$ cat src/rtl/fetch_stage.sv
// Instruction-fetch stage: program counter, next-PC selection and the
// IF/ID pipeline register feeding the decode stage.
module fetch_stage #(
  parameter int N = 32
) (
  input  logic         clk,
  input  logic         rst,
  input  logic [N-1:0] ResultW,
  input  logic [N-1:0] ExtImmE,
  input  logic         PCSrcW,
  input  logic         BranchTakenE,
  input  logic         StallF,
  input  logic         StallD,
  input  logic         FlushD,
  input  logic [N-1:0] instruction,
  output logic [N-1:0] PCF,
  output logic [N-1:0] InstrD,
  output logic [N-1:0] PCPlus8D
);

  logic [N-1:0] PCPlus4F;
  logic [N-1:0] PCNextF;

  // Sequential fetch address; wraps modulo 2^N.
  assign PCPlus4F = PCF + N'(4);

  // PCF is one word ahead of the decode instruction, so PCF+4 is its PC+8.
  assign PCPlus8D = PCPlus4F;

  // Next-PC select: execute branch beats writeback redirect beats PC+4.
  always_comb begin
    PCNextF = PCPlus4F;
    if (BranchTakenE)
      PCNextF = ExtImmE;
    else if (PCSrcW)
      PCNextF = ResultW;
  end

  // Program counter; StallF acts as the load enable.
  always_ff @(posedge clk) begin
    if (rst)
      PCF <= '0;
    else if (StallF)
      PCF <= PCNextF;
  end

  // IF/ID register; flush inserts a zero bubble even when not enabled.
  always_ff @(posedge clk) begin
    if (rst)
      InstrD <= '0;
    else if (FlushD)
      InstrD <= '0;
    else if (StallD)
      InstrD <= instruction;
  end

endmodule

$ cat config.mk
export PLATFORM = sky130hd
export DESIGN_NAME = fetch_stage
export DESIGN_NICKNAME = d
export VERILOG_FILES = /design/src/rtl/fetch_stage.sv
export SDC_FILE = /design/constraint.sdc
export NUM_CORES = 1
export LEC_CHECK = 0
export CORE_MARGIN = 1.5
export CORE_UTILIZATION = 30
export CTS_CLUSTER_DIAMETER = 150
export CTS_CLUSTER_SIZE = 25
export DETAILED_ROUTE_END_ITERATION = 16
export SLEW_MARGIN = 20
export SYNTH_ARGS = -nofsm -noshare
export SYNTH_HDL_FRONTEND = slang
export SYNTH_SLANG_ARGS = --single-unit
$ cat constraint.sdc
create_clock -name clk -period 2.68 [get_ports clk]
set_input_delay 0.536 -clock clk [delete_from_list [all_inputs] [get_ports clk]]
set_output_delay 0.536 -clock clk [all_outputs]
set_load 0.01 [all_outputs]
==> metrics.md <==
| Metric | Value |
|---|---|
| Status | completed |
| Iteration-0 DRC Markers | about 260 |
| Clk slew on worst S/H paths | 50 ps |
| Fin. Hold Viols | 0 |
| Fmax | 0.386 GHz |
| Synth Instances | 435 |
| Syn Nets | 539 |
| Worst slew pin tran | 927 ps |
| Worst reg-to-reg setup slack | 870 ps |
| Hpwl dp | 9990 µm |
| Ordered cell list for the critical path | and4_4 > buf_4 > nand4_4 > nor3_1 > buf_4 > xor2_1 > dlygate4sd2_1 |
| Int Pwr | ~2200 µW |
| H-Tree Depth | 3 |
| Sequential area share after synthesis | 0.352 |
| Multi-input logic area | 2300 µm² |
| Yosys warns | 0 |
| Ant diodes | 0 |
| Row cnt | 40 |
| # DRC | 0 |
| DR pass1 iterations | 5 |
| Netlist cell types | 53 |
| Post-synth EDFFs | 0 |
| Slew Limit Fails | 0 |
| WP buf/inv | 3 |
| Share of layout cells above drive strength 1 | 0.151 |
| Max clock buf depth | 2 |
| Final setup viols | 0 |
| Largest stage delay, worst path | 340 ps |
| Post-Syn Area | 3640 µm² |
| TritonCTS Buffers | 9 |
| Comb pwr share | 0.238 |
| Final ANT Viol Nets | 0 |
| Worst vdd ir | roughly 0.00023 V |
| Post-DR vias/cell | 5.10 |
| Placed instance area | 6020 µm² |
| First-pass GRT wire length | 20700 µm |
| Seq pwr share | 0.357 |
| Ports | 199 |
| Detailed Route WL | 13300 µm |
| Post-DR wirelength/cell | 16.3 µm |
| Final Util | 0.545 |
| Nets | 767 |
| CP arrival | roughly 2000 ps |
| Antenna violations before repair | 0 |
| Fillers | 1109 |
| Reg-to-reg startpoint | PCF[4] |
| Area grow syn2layout | 78.2% |
| Slew headroom | 0.382 |
| Max-cap violations | 0 |
| Area of the die | 12800 µm² |
| Initial Util | 0.306 |
| Most common cell after layout, fill and taps aside | clkdlybuf4s50_1 |
| Die X | about 110 µm |
| Top cell by count, worst path | buf_4 |
| Commonest cells after routing, fill and taps aside | clkdlybuf4s50_1, nor2_1, dfxtp_1 |
| Clk network pwr share | 0.405 |
| Total GRT Usage | 0.203 |
| Placed Cells incl. Taps | 794 |
| Worst hold path startpoint | InstrD[20] |
| Hold Crit Class | reg -> reg |
| Flops & latches, synth | 64 |
| Port bufs | 198 |
| Core Area | 11900 µm² |
| Cell family with most CP delay | simple AND/OR/NAND/NOR gates |
| Crit Path Max Fanout | 6 |
| Endpoint class of the critical path | primary output |
| Final Wtd Congestion | about 0.85 |
| CTS root buffer | clkbuf_16 |
| CTS tree | done |
| Clock Skew | approximately 4.3 ps |
| GRT overflow | 0 |
| Period minus WS final | 2590 ps |
| Cell Pwr Density | 445 nW/µm² |
| CP startpoint | PCF[4] |
| Worst EP required | 2140 ps |
| Startpoint types | register |
| CTS sink cnt | 64 |
| Vias | 4158 |
| Chip Height | 113 µm |
| Skew-Pair Late Insertion Delay | 320 ps |
| Final instance area | roughly 6500 µm² |
| Post-synth top flop | dfxtp_1 |
| Pin count of the biggest net entering global routing | between 40 and 50 |
| FF+latch area | approximately 1300 µm² |
| Switch share | 0.251 |
| Syn_area_per_cell | around 8.4 µm² |
| Vias in the first global route | 4052 |
| Async set or reset register ratio after synthesis | 0 |
| Fin cells | 815 |
| CP Class | reg -> out |
| Slowest CP cell | dfxtp_1 |
| Static Leakage | 0.00284 µW |
| P_sw | 725 µW |
| Tcrit/Tclk final | 0.967 |
worst min-delay path, stage by stage, from the launching register on:
cell and delay, ps:
dfxtp_1 320, mux2i_1 60, nor2_1 70
worst paths after layout:
check,cells past startpoint,endpoint
worst max-delay path,7,PCPlus8D[22]
worst min register to register,2,InstrD[20]
worst max register to register,7,PCF[17]
worst min-delay path,2,InstrD[20]
synthesized netlist by cell type (all sizes together), types with 7 or more instances:
| cell type | number | area, µm² |
|---|---|---|
| nand3 | 7 | 35.0 |
| inv | 11 | 41.3 |
| o22ai | 7 | 43.8 |
| clkbuf | 23 | 86.3 |
| nor2 | 71 | 267 |
| a21oi | 14 | 73.8 |
| xnor2 | 11 | 96.3 |
| o21ai | 16 | 80.1 |
| and3 | 7 | 43.8 |
| and4 | 8 | 70.1 |
| mux2i | 41 | 410 |
| buf | 11 | 62.6 |
| a22oi | 10 | 75.1 |
| nand2 | 25 | 93.8 |
| xor2 | 15 | 131 |
| dfxtp | 64 | 1280 |
layout make-up:
class / count / share of cell area
clock buffers: 13 / 0.0401
inverters: 11 / 0.00636
multi-input cells: 326 / 0.354
flip-flops and latches: 64 / 0.198
well taps: 147 / 0.0283
clock inverters: 3 / 0.00617
repair buffers: 251 / 0.368
state kept, by name, indices dropped and copies added, names as in the netlist:
name / count
InstrD: 32
PCF: 32
metal layers:
layer	up-vias	track usage	wire, µm
li1	2032	-	-
met1	1937	0.262	6030
met2	181	0.343	6210
met3	8	0.0423	1000
met4	0	0.0550	82
met5	-	0	0
through the flow:
step	hold slack, ps	power (µW)	setup slack, ps	setup TNS [ps]
4_1_cts	493	2920	-217	-506
3_5_place_dp	480	1740	21.2	0
3_3_place_gp	472	1740	36.9	0
2_1_floorplan	531	1330	504	0
6_report	486	2890	87.3	0
5_1_grt	507	3030	-2.44	-2.44
cell families (layout without fill, tap and decap cells):
| logic type | count (synthesis) | in the layout | share of synthesized area |
|---|---|---|---|
| simple gates | 154 | 154 | 0.213 |
| compound gates | 103 | 103 | 0.202 |
| flops | 64 | 64 | 0.352 |
| buf+inv | 45 | 278 | 0.0522 |
| mux | 42 | 42 | 0.116 |
| xor+xnor | 26 | 26 | 0.0625 |
| fa+ha+maj | 1 | 1 | 0.00343 |
power by group through the flow:
stage | Combinational [µW] | Clock (µW) | Sequential, µW
finish | 689 | 1170 | 1030
floorplan | 246 | 0 | 1090
detailed placement | 694 | 0 | 1050
global placement | 690 | 0 | 1050
CTS | 692 | 1200 | 1030
global route | 739 | 1250 | 1040
timing repair:
action                     CTS  global route
gates cloned                 0             0
setup endpoints to repair   22             9
hold buffers                 0             0
pin swaps                    3             1
gates resized for setup     35            19
setup buffers                3             2
(Power assumes the default switching activity.)
